File: src/rtl/demux_stream_1ton_pkg.sv
// Shared defaults and helpers for the 1-to-N stream demultiplexer slice.
// The channel part-select macro is also picked up by the bench.
`ifndef CHAN_SLICE
`define CHAN_SLICE(k) ((k)*WIDTH) +: WIDTH
`endif

package demux_stream_1ton_pkg;

  localparam int DEF_WIDTH = 8;
  localparam int DEF_N     = 4;
  localparam int DEF_CNT_W = 8;

  // Saturating increment used by the drop counter.
  function automatic logic [31:0] sat_inc(input logic [31:0] value, input int width);
    logic [31:0] max_val;
    max_val = (width >= 32) ? 32'hFFFF_FFFF : ((32'd1 << width) - 32'd1);
    return (value >= max_val) ? max_val : value + 32'd1;
  endfunction

endpackage

File: src/rtl/demux_stream_1ton_chan_reg.sv
// One-entry output register for a single demux channel.
// Handshake: a word transfers on a rising edge where out_valid && out_ready.
module demux_chan_reg
  import demux_stream_1ton_pkg::*;
#(
  parameter int WIDTH = DEF_WIDTH
) (
  input  logic             clk,
  input  logic             rst,
  input  logic             load,
  input  logic [WIDTH-1:0] data_in,
  input  logic             out_ready,
  output logic             out_valid,
  output logic [WIDTH-1:0] out_data,
  output logic             free
);

  // A draining entry counts as free so a reload can land in the same cycle.
  assign free = !out_valid || out_ready;

  always_ff @(posedge clk) begin
    if (rst) begin
      out_valid <= 1'b0;
      out_data  <= '0;
    end else if (load) begin
      out_valid <= 1'b1;
      out_data  <= data_in;
    end else if (out_ready) begin
      out_valid <= 1'b0;
    end
  end

endmodule

File: src/rtl/demux_stream_1ton.sv
// Registered 1-to-N stream demultiplexer with unicast/broadcast routing,
// per-channel backpressure and a saturating counter of out-of-range drops.
module demux_stream_1ton
  import demux_stream_1ton_pkg::*;
#(
  parameter int WIDTH = DEF_WIDTH,
  parameter int N     = DEF_N,
  parameter int SEL_W = $clog2(N),
  parameter int CNT_W = DEF_CNT_W
) (
  input  logic               clk,
  input  logic               rst,
  input  logic               in_valid,
  output logic               in_ready,
  input  logic [WIDTH-1:0]   in_data,
  input  logic [SEL_W-1:0]   in_sel,
  input  logic               in_bcast,
  output logic [N-1:0]       out_valid,
  input  logic [N-1:0]       out_ready,
  output logic [N*WIDTH-1:0] out_data,
  output logic [CNT_W-1:0]   drop_cnt
);

  logic [N-1:0] free;
  logic [N-1:0] sel_hit;
  logic [N-1:0] load;
  logic         sel_in_range;
  logic         accept;
  logic         drop;

  // Select range check only matters when N is not a power of two.
  assign sel_in_range = ({1'b0, in_sel} < (SEL_W+1)'(N));

  always_comb begin
    sel_hit = '0;
    for (int k = 0; k < N; k++) begin
      sel_hit[k] = (in_sel == SEL_W'(k));
    end
  end

  // in_ready never looks at in_valid; broadcast is all-or-nothing.
  always_comb begin
    in_ready = 1'b0;
    if (rst) begin
      in_ready = 1'b0;
    end else if (in_bcast) begin
      in_ready = &free;
    end else if (sel_in_range) begin
      in_ready = |(sel_hit & free);
    end else begin
      in_ready = 1'b1;
    end
  end

  assign accept = in_valid && in_ready;
  assign drop   = accept && !in_bcast && !sel_in_range;

  always_comb begin
    load = '0;
    for (int k = 0; k < N; k++) begin
      load[k] = accept && (in_bcast || sel_hit[k]);
    end
  end

  for (genvar k = 0; k < N; k++) begin : g_chan
    demux_chan_reg #(
      .WIDTH(WIDTH)
    ) u_chan (
      .clk      (clk),
      .rst      (rst),
      .load     (load[k]),
      .data_in  (in_data),
      .out_ready(out_ready[k]),
      .out_valid(out_valid[k]),
      .out_data (out_data[`CHAN_SLICE(k)]),
      .free     (free[k])
    );
  end

  always_ff @(posedge clk) begin
    if (rst) begin
      drop_cnt <= '0;
    end else if (drop) begin
      drop_cnt <= CNT_W'(sat_inc(32'(drop_cnt), CNT_W));
    end
  end

endmodule

File: config.mk
export PLATFORM = sky130hd
export DESIGN_NAME = demux_stream_1ton
export DESIGN_NICKNAME = d
export VERILOG_FILES = /design/src/rtl/demux_stream_1ton_pkg.sv /design/src/rtl/demux_stream_1ton_chan_reg.sv /design/src/rtl/demux_stream_1ton.sv
export SDC_FILE = /design/constraint.sdc
export NUM_CORES = 1
export LEC_CHECK = 0
export BUFFER_PORTS_ARGS = -buffer_cell sky130_fd_sc_hd__buf_2
export CAP_MARGIN = 20
export CORE_UTILIZATION = 44
export DETAILED_ROUTE_END_ITERATION = 16
export PLACE_DENSITY = 0.84
export RECOVER_POWER = 50
export SLEW_MARGIN = 25
export SYNTH_ARGS = -nofsm -noshare
export SYNTH_HDL_FRONTEND = slang
export SYNTH_SLANG_ARGS = --single-unit
File: constraint.sdc
create_clock -name clk -period 1.7 [get_ports clk]
set_clock_uncertainty 0.05 [all_clocks]
set_input_delay 0.34 -clock clk [delete_from_list [all_inputs] [get_ports clk]]
set_output_delay 0.34 -clock clk [all_outputs]
set_load 0.02 [all_outputs]
==> results of run 1 <==
## power groups by stage
| stage | Combinational [µW] | Clock [µW] | Sequential [µW] |
|---|---|---|---|
| 3_3_place_gp | 404 | 0 | 949 |
| 2_1_floorplan | 232 | 0 | 1010 |
| 4_1_cts | 460 | 756 | 934 |
| 3_5_place_dp | 409 | 0 | 950 |
| 5_1_grt | 498 | 796 | 942 |
| 6_report | 467 | 749 | 936 |
## final cells by class
cell class | count | area [µm²]
Clock inverter | 2 | 35.0
Sequential cell | 36 | 726
Timing Repair Buffer | 76 | 442
Tap cell | 48 | 60.1
Fill cell | 315 | 1350
Inverter | 2 | 7.51
Multi-Input combinational cell | 109 | 967
Clock buffer | 6 | 72.6
## worst min-delay path by stage
stage | startpoint | endpoint | cells past startpoint
global route | in_valid | g_chan[2].u_chan.out_valid | 3
finish | in_data[3] | g_chan[1].u_chan.out_data[3] | 3
detailed placement | g_chan[2].u_chan.out_data[3] | g_chan[2].u_chan.out_data[3] | 2
floorplan | g_chan[1].u_chan.out_valid | g_chan[1].u_chan.out_valid | 2
CTS | in_data[3] | g_chan[1].u_chan.out_data[3] | 3
global placement | g_chan[2].u_chan.out_data[3] | g_chan[2].u_chan.out_data[3] | 2
## per-layer routing
layer  vias to the layer above  track usage, %
li1                        663               -
met1                       628            22.6
met2                        55            36.4
met3                         6            5.36
met4                         0            9.09
met5                         -               0
## sequential cells by signal (all words and copies together) (netlist names)
signal,count
g_chan.u_chan.out_data,32
g_chan.u_chan.out_valid,4
## timing repair
item,CTS,global route
hold buffers,0,0
resized for setup,27,8
pin swaps,5,5
endpoints found under the setup margin,32,37
buffers inserted,5,2
## critical path: stages, from the launching register on
cell,delay (ns)
dfxtp_2,0.34
nor2b_4,0.13
mux4_2,0.51
a211oi_4,0.24
buf_6,0.15
## cells in the final DEF, fill, tap and decap left out, types with 3 or more instances in the layout
master,count
buf_2,35
buf_4,16
buf_6,7
clkbuf_1,19
clkbuf_8,5
conb_1,8
dfxtp_1,32
dfxtp_2,4
mux2i_1,32
nand2b_1,44
nor2b_4,4
o2111ai_4,3
## metrics by stage
step / utilization (%) / cell area [µm²]
after floorplan: - / 1720
after global placement: 55.6 / 2040
after detailed placement: 55.6 / 2040
after CTS: 62.6 / 2290
after global routing: 63.1 / 2310
final: 63.1 / 2310
## synth_stat cells
| cell | instances |
|---|---|
| nand2b_1 | 44 |
| a211o_1 | 1 |
| o2111a_1 | 1 |
| o21ai_0 | 2 |
| o2111ai_1 | 3 |
| mux4_2 | 2 |
| nand2_1 | 2 |
| buf_4 | 14 |
| a21oi_1 | 4 |
| o41ai_2 | 1 |
| a211oi_1 | 2 |
| a41oi_1 | 1 |
| buf_6 | 2 |
| a21o_1 | 1 |
| clkbuf_1 | 6 |
| nor2_1 | 1 |
| conb_1 | 1 |
| nor2b_1 | 4 |
| inv_1 | 2 |
| mux2i_1 | 32 |
| dfxtp_1 | 36 |
## cell families after synthesis
family,after synthesis,share of synthesized area [%]
AO/OA/AOI/OAI,16,7.36
multiplexers,34,21.7
AND/OR/NAND/NOR,51,18.5
flip-flops,36,42.8
other,1,0.223
buffers and inverters,24,9.37
==> out/results.ini, run 1 <==
[critical_path]
endpoint = in_ready
worstPathMaxFanout = 3
r2r_end = g_chan[0].u_chan.out_data[4]
ff2ff_path_depth = 6
critPathKind = register to primary output
reg2reg_from = g_chan[0].u_chan.out_valid
required_ns = 1.31
cp-start-kind = register
cp.arrival_ns = 1.66
reg2reg_slack_ns = -0.25
endpoint_kind = primary output
crit_start = g_chan[0].u_chan.out_valid

[timing]
slew_headroom_pct = 65.4
fmax_mhz = 488
setup_ws_ns = -0.348
finalSetupViolCount = 29
hold_viol = 0
worst_pin_slew_ns = 0.518
slew_violations = 0
min_period_ns = 2.05
fin_crit_sh_pct = 120
rsz0062_at_grt = true
setup_tns_ns = -2.90
timing.hold.ws_ns = 0.337

[synthesis]
synth-seq-cells = 36
seq_area_frac_synth_pct = 42.8
synth_top_cell_area_share_pct = 42.8
netlist_top_cells_area = dfxtp_1, mux2i_1, nand2b_1, buf_4, mux4_2
yosys.area.top_type = dfxtp_1
synthCells = 162
synth.avg_cell_area_um2 = 10.4
synth_cell_types = 21
yosys_warnings = 0
netlist_area_um2 = 1680

[finish]
syn2layout_area_growth_pct = 37.2
nets = 248
drive_gt1_share_pct = 37.2
antenna_cells = 0
final_cells = 279

[detailed_routing]
wl_met2_um = 2020
avgRoutedWirePerCell_um = 14.0
drt-met1-wl_um = 1600
avgViaCountPerCell = 4.85
wl_met3_um = 235
dr.pass1.iters = 4
drc = 0
ant_nets = 0
drt_iter0_markers = 54
wl_um = 3900
top_layer = met4
vias = 1352

[clock_tree]
clock_latency_ns = 0.29
cts_tree = yes
clkSinkCount = 36
h-tree-depth = 2
clkTransAtPathRegs_ns = 0.07
numCtsBuffers = 5
clockRootBuffer = clkbuf_8
clk_path_buf_depth = 2

[status]
violations = setup timing
status = finished with violations

[placement]
port_buffers = 54
place_hpwl_um = 2520
routabilityCongestion = 0.827
pre_cts_slack_ns = -0.249
placed_cells = 267

[power]
design_power_total_uw = 2150
p_switching_uw = 610
leakage_uw = 0.00106
combPwrFrac_pct = 21.7
switching_share_pct = 28.3
vdd_drop_max_v = 0.000628
clockPowerShare_pct = 34.8
p_int_uw = 1540
power_frac_seq_pct = 43.5
powerDensity_nw_per_um2 = 932

[grt]
grt_max_degree = 40
grt_pass1_wl_um = 6330
grt-ovfl-total = 0
antenna_found_initial = 0
first_global_vias = 1369
grt_use_total_pct = 20.5

[floorplan]
dieArea_um2 = 4080
coreArea_um2 = 3660
rows = 22
die_w_um = 63.8
die_height_um = 63.8
start_util_pct = 46.0
pin_count = 63

[hold_path]
hold_class = input port to register

[run]
cap_viol_max_count = 0

(Power assumes the default switching activity.)
==> inputs of run 2 (changes only) <==
CORE_MARGIN = 4   (was unset)
PLACE_DENSITY = unset   (was 0.84)
PLACE_DENSITY_LB_ADDON = 0.1   (was unset)
==> out/results.ini, run 2 (synthesized netlist as in run 1, its figures left out) <==
[detailed_routing]
wl_um = 3860  ; was 3900 µm
vias = 1334  ; was 1352
drt_iter0_markers = 62  ; was 54
ant_nets = 0  ; unchanged
avgRoutedWirePerCell_um = 13.8  ; was 14.0 µm
drc = 0  ; unchanged
dr.pass1.iters = 4  ; unchanged
avgViaCountPerCell = 4.78  ; was 4.85

[finish]
regMostFlops = g_chan.u_chan.out_data  ; unchanged
utilization_pct = 63.1  ; about the same
nets = 248  ; unchanged
nFillCells = 319  ; was 315
multi_input_area_um2 = 986  ; was 967 µm²
reg_top3 = g_chan.u_chan.out_data (32), g_chan.u_chan.out_valid (4)  ; unchanged
drive_gt1_share_pct = 38.5  ; was 37.2%
largest_register_ffs = 32  ; unchanged
syn2layout_area_growth_pct = 38.4  ; was 37.2%
final_common_cell = nand2b_1  ; unchanged
area.sequential_um2 = 726  ; unchanged
antenna_cells = 0  ; unchanged
final_cell_mix = nand2b_1, buf_2, mux2i_1, dfxtp_1, clkbuf_1  ; unchanged
fin_area_um2 = 2330  ; was 2310 µm²

[floorplan]
die_w_um = 69.8  ; was 63.8 µm
pin_count = 63  ; unchanged
start_util_pct = 45.6  ; was 46.0%
dieArea_um2 = 4880  ; was 4080 µm²
die_height_um = 69.8  ; was 63.8 µm
coreArea_um2 = 3690  ; was 3660 µm²
rows = 22  ; unchanged

[grt]
grt_max_degree = 37  ; was 40
antenna_found_initial = 0  ; unchanged
grt_use_total_pct = 15.6  ; was 20.5%
grt-ovfl-total = 0  ; unchanged
first_global_vias = 1358  ; was 1369
grt_pass1_wl_um = 6180  ; was 6330 µm

[placement]
place_hpwl_um = 2670  ; was 2520 µm
routabilityCongestion = 0.826  ; was 0.827
place_area_um2 = 2020  ; was 2040 µm²
port_buffers = 54  ; unchanged

[timing]
hold_viol = 0  ; unchanged
fin_crit_sh_pct = 118  ; was 120%
min_period_ns = 2.01  ; was 2.05 ns
setup_ws_ns = -0.312  ; was -0.348 ns
rsz0062_at_grt = true  ; unchanged
slew_violations = 0  ; unchanged
fmax_mhz = 497  ; was 488 MHz
finalSetupViolCount = 34  ; was 29
setup_tns_ns = -2.87  ; was -2.90 ns

[critical_path]
required_ns = 1.31  ; about the same
cp-start-kind = register  ; unchanged
worstPathMaxFanout = 2  ; was 3
critPathKind = register to primary output  ; unchanged
cp.arrival_ns = 1.62  ; was 1.66 ns
endpoint_kind = primary output  ; unchanged

[clock_tree]
clkTransAtPathRegs_ns = 0.07  ; about the same
h-tree-depth = 2  ; unchanged
clockRootBuffer = clkbuf_8  ; unchanged
clkSinkCount = 36  ; unchanged
clk_path_buf_depth = 2  ; unchanged
cts_tree = yes  ; unchanged
clock_latency_ns = 0.28  ; was 0.29 ns
numCtsBuffers = 5  ; unchanged

[power]
powerDensity_nw_per_um2 = 918  ; was 932 nW/µm²
leakage_uw = 0.00108  ; was 0.00106 µW
vdd_drop_max_v = 0.000580  ; was 0.000628 V
design_power_total_uw = 2140  ; was 2150 µW

[run]
cap_viol_max_count = 0  ; unchanged

[status]
status = finished with violations  ; unchanged
violations = setup timing  ; unchanged

[hold_path]
hold_class = input port to register  ; unchanged

-- run 2: metal layers --
metal  part of all wire, %  vias to the layer above  GRT usage (%)
met5                     0                        -              0
met4                   1.7                        0           4.47
met3                   6.6                        7           6.09
met2                    49                       44           26.7
met1                    43                      621           18.0
li1                      -                      662              -
-- run 2: timing repair --
action / 4_1_cts / 5_1_grt
setup endpoints to repair: 30 / 37
setup buffers: 4 / 3
resized for setup: 25 / 12
hold buffers: 0 / 0
pin swaps: 2 / 3
-- run 2: cell type report --
cell class | instances | area share, %
Inverter | 2 | 0.322
Sequential cell | 36 | 31.2
Timing Repair Buffer | 76 | 19.0
Multi-Input combinational cell | 109 | 42.3
Clock inverter | 2 | 1.50
Tap cell | 48 | 2.58
Clock buffer | 6 | 3.12
-- run 2: stage by stage --
step,hold WS [ns],instances,worst slack (ns)
after floorplan,0.446,169,0.00550
after global placement,0.407,265,-0.200
after detailed placement,0.408,265,-0.229
after CTS,0.342,277,-0.307
after global routing,0.376,279,-0.370
final,0.334,279,-0.312
-- run 2: final timing paths --
kind	start	endpoint	slack [ns]	cells past startpoint
min	in_data[7]	g_chan[1].u_chan.out_data[7]	0.33	3
min reg2reg	g_chan[2].u_chan.out_data[0]	g_chan[2].u_chan.out_data[0]	0.42	2
max	g_chan[3].u_chan.out_valid	in_ready	-0.31	7
max reg2reg	g_chan[1].u_chan.out_valid	g_chan[0].u_chan.out_data[1]	-0.13	5
-- run 2: worst max-delay path: stages (launching register included) --
cell	delay (ns)
dfxtp_2	0.32
buf_4	0.13
nand2b_4	0.06
buf_4	0.11
a41oi_2	0.17
buf_4	0.19
a211oi_4	0.20
buf_6	0.14
-- run 2: power breakdown --
part	switching [µW]	internal (µW)
clock network	295	435
logic	264	209
registers	30.5	904
total	590	1550
==> inputs of run 3 (changes only) <==
SKIP_LAST_GASP = 1   (was unset)
==> out/results.ini, run 3 (synthesized netlist as in run 1, its figures left out) <==
[detailed_routing]
ant_nets = 0  ; unchanged
drc = 0  ; unchanged
vias = 1337  ; was 1334
dr.pass1.iters = 4  ; unchanged
wl_um = 3890  ; was 3860 µm
avgRoutedWirePerCell_um = 13.9  ; was 13.8 µm
drt_iter0_markers = 64  ; was 62
avgViaCountPerCell = 4.79  ; was 4.78

[hold_path]
hold_class = input port to register  ; unchanged

[power]
design_power_total_uw = 2140  ; about the same
vdd_drop_max_v = 0.000581  ; was 0.000580 V
powerDensity_nw_per_um2 = 920  ; was 918 nW/µm²
leakage_uw = 0.00108  ; about the same

[grt]
grt_max_degree = 37  ; unchanged
grt_pass1_wl_um = 6180  ; unchanged
grt-ovfl-total = 0  ; unchanged
grt_use_total_pct = 15.6  ; unchanged
antenna_found_initial = 0  ; unchanged
first_global_vias = 1358  ; unchanged

[run]
cap_viol_max_count = 0  ; unchanged

[finish]
reg_top3 = g_chan.u_chan.out_data (32), g_chan.u_chan.out_valid (4)  ; unchanged
largest_register_ffs = 32  ; unchanged
final_common_cell = nand2b_1  ; unchanged
drive_gt1_share_pct = 38.1  ; was 38.5%
antenna_cells = 0  ; unchanged
regMostFlops = g_chan.u_chan.out_data  ; unchanged
final_cell_mix = nand2b_1, buf_2, mux2i_1, dfxtp_1, clkbuf_1  ; unchanged
syn2layout_area_growth_pct = 38.1  ; was 38.4%
nets = 248  ; unchanged
fin_area_um2 = 2320  ; was 2330 µm²

[floorplan]
start_util_pct = 45.6  ; unchanged
die_height_um = 69.8  ; unchanged
dieArea_um2 = 4880  ; unchanged
die_w_um = 69.8  ; unchanged
pin_count = 63  ; unchanged
coreArea_um2 = 3690  ; unchanged
rows = 22  ; unchanged

[critical_path]
worstPathMaxFanout = 2  ; unchanged
path_buf_inv = 4  ; unchanged
required_ns = 1.31  ; about the same
critPathSlowestCell = dfxtp_2  ; unchanged
critPathMaxStageDelay_ns = 0.33  ; was 0.32 ns
crit_family = buffers and inverters  ; unchanged
cp-start-kind = register  ; unchanged
crit_chain = buf_4 -> nand2b_4 -> buf_4 -> a41oi_2 -> buf_4 -> a211oi_4 -> buf_6  ; unchanged
cp.arrival_ns = 1.62  ; about the same
critPathKind = register to primary output  ; unchanged
endpoint_kind = primary output  ; unchanged
cpMostUsedCell = buf_4  ; unchanged

[status]
status = finished with violations  ; unchanged
violations = setup timing  ; unchanged

[timing]
rsz0062_at_grt = true  ; unchanged
min_period_ns = 2.01  ; about the same
setup_ws_ns = -0.311  ; was -0.312 ns
finalSetupViolCount = 35  ; was 34
slew_violations = 0  ; unchanged
hold_viol = 0  ; unchanged
fin_crit_sh_pct = 118  ; about the same
fmax_mhz = 497  ; about the same
timing.hold.ws_ns = 0.334  ; about the same

[clock_tree]
clockRootBuffer = clkbuf_8  ; unchanged
clkTransAtPathRegs_ns = 0.07  ; about the same
clock_latency_ns = 0.28  ; about the same
clk_path_buf_depth = 2  ; unchanged
cts_hold_buffers = 0  ; unchanged
clkSinkCount = 36  ; unchanged
cts_tree = yes  ; unchanged
numCtsBuffers = 5  ; unchanged
h-tree-depth = 2  ; unchanged

[placement]
place_area_um2 = 2020  ; unchanged
place_hpwl_um = 2670  ; unchanged
routabilityCongestion = 0.826  ; unchanged
port_buffers = 54  ; unchanged

-- run 3: changes by cell type in the layout (fill, tap and decap cells not counted) --
cell | previous run | this run
a21oi_2 | 3 | 2
a21oi_1 | 1 | 2
-- run 3: routing by layer --
metal | up-vias | global-route usage, % | routed length [µm] | part of all wire (%)
li1 | 662 | - | - | -
met1 | 623 | 18.0 | 1690 | 43
met2 | 45 | 26.7 | 1880 | 48
met3 | 7 | 6.09 | 258 | 6.6
met4 | 0 | 4.47 | 59 | 1.5
met5 | - | 0 | 0 | 0
-- run 3: worst reg2reg max path: cells and delay by family, from the launching register on --
kind,cells,cell delay (ns)
AND/OR/NAND/NOR,1,0.12
multiplexers,2,0.64
AO/OA/AOI/OAI,1,0.40
buffers and inverters,1,0.17
flip-flops,1,0.33
-- run 3: where the power goes --
group | switching (µW) | internal (µW) | total (µW)
combinational | 264 | 209 | 473
clock | 297 | 435 | 732
sequential | 30.6 | 904 | 934
-- run 3: area by class of cell --
cell class              count  area, µm²
inverters                   2       7.51
fillers                   319       1360
clock buffers               6       72.6
multi-input cells         109        982
repair buffers             76        442
well taps                  48       60.1
flip-flops and latches     36        726
clock inverters             2       35.0
-- run 3: path summary, 6_finish.rpt --
| kind | startpoint | endpoint | slack (ns) | cells past startpoint |
|---|---|---|---|---|
| max | g_chan[0].u_chan.out_valid | in_ready | -0.31 | 7 |
| min | in_data[7] | g_chan[0].u_chan.out_data[7] | 0.33 | 3 |
| min reg2reg | g_chan[2].u_chan.out_data[0] | g_chan[2].u_chan.out_data[0] | 0.42 | 2 |
| max reg2reg | g_chan[1].u_chan.out_valid | g_chan[0].u_chan.out_data[1] | -0.13 | 5 |
-- run 3: through the flow --
step	utilization, %	worst slack (ns)	TNS (ns)	cells
6_report	63.0	-0.311	-2.94	279
5_1_grt	63.0	-0.370	-5.43	279
4_1_cts	61.5	-0.307	-2.99	277
3_5_place_dp	54.8	-0.229	-6.09	265
3_3_place_gp	54.8	-0.200	-5.69	265
2_1_floorplan	-	0.00550	0	169
-- run 3: repair_timing --
| action | CTS | global route |
|---|---|---|
| endpoints found under the setup margin | 30 | 37 |
| pin swaps | 2 | 3 |
| gates resized for setup | 25 | 11 |
| buffers inserted | 4 | 3 |
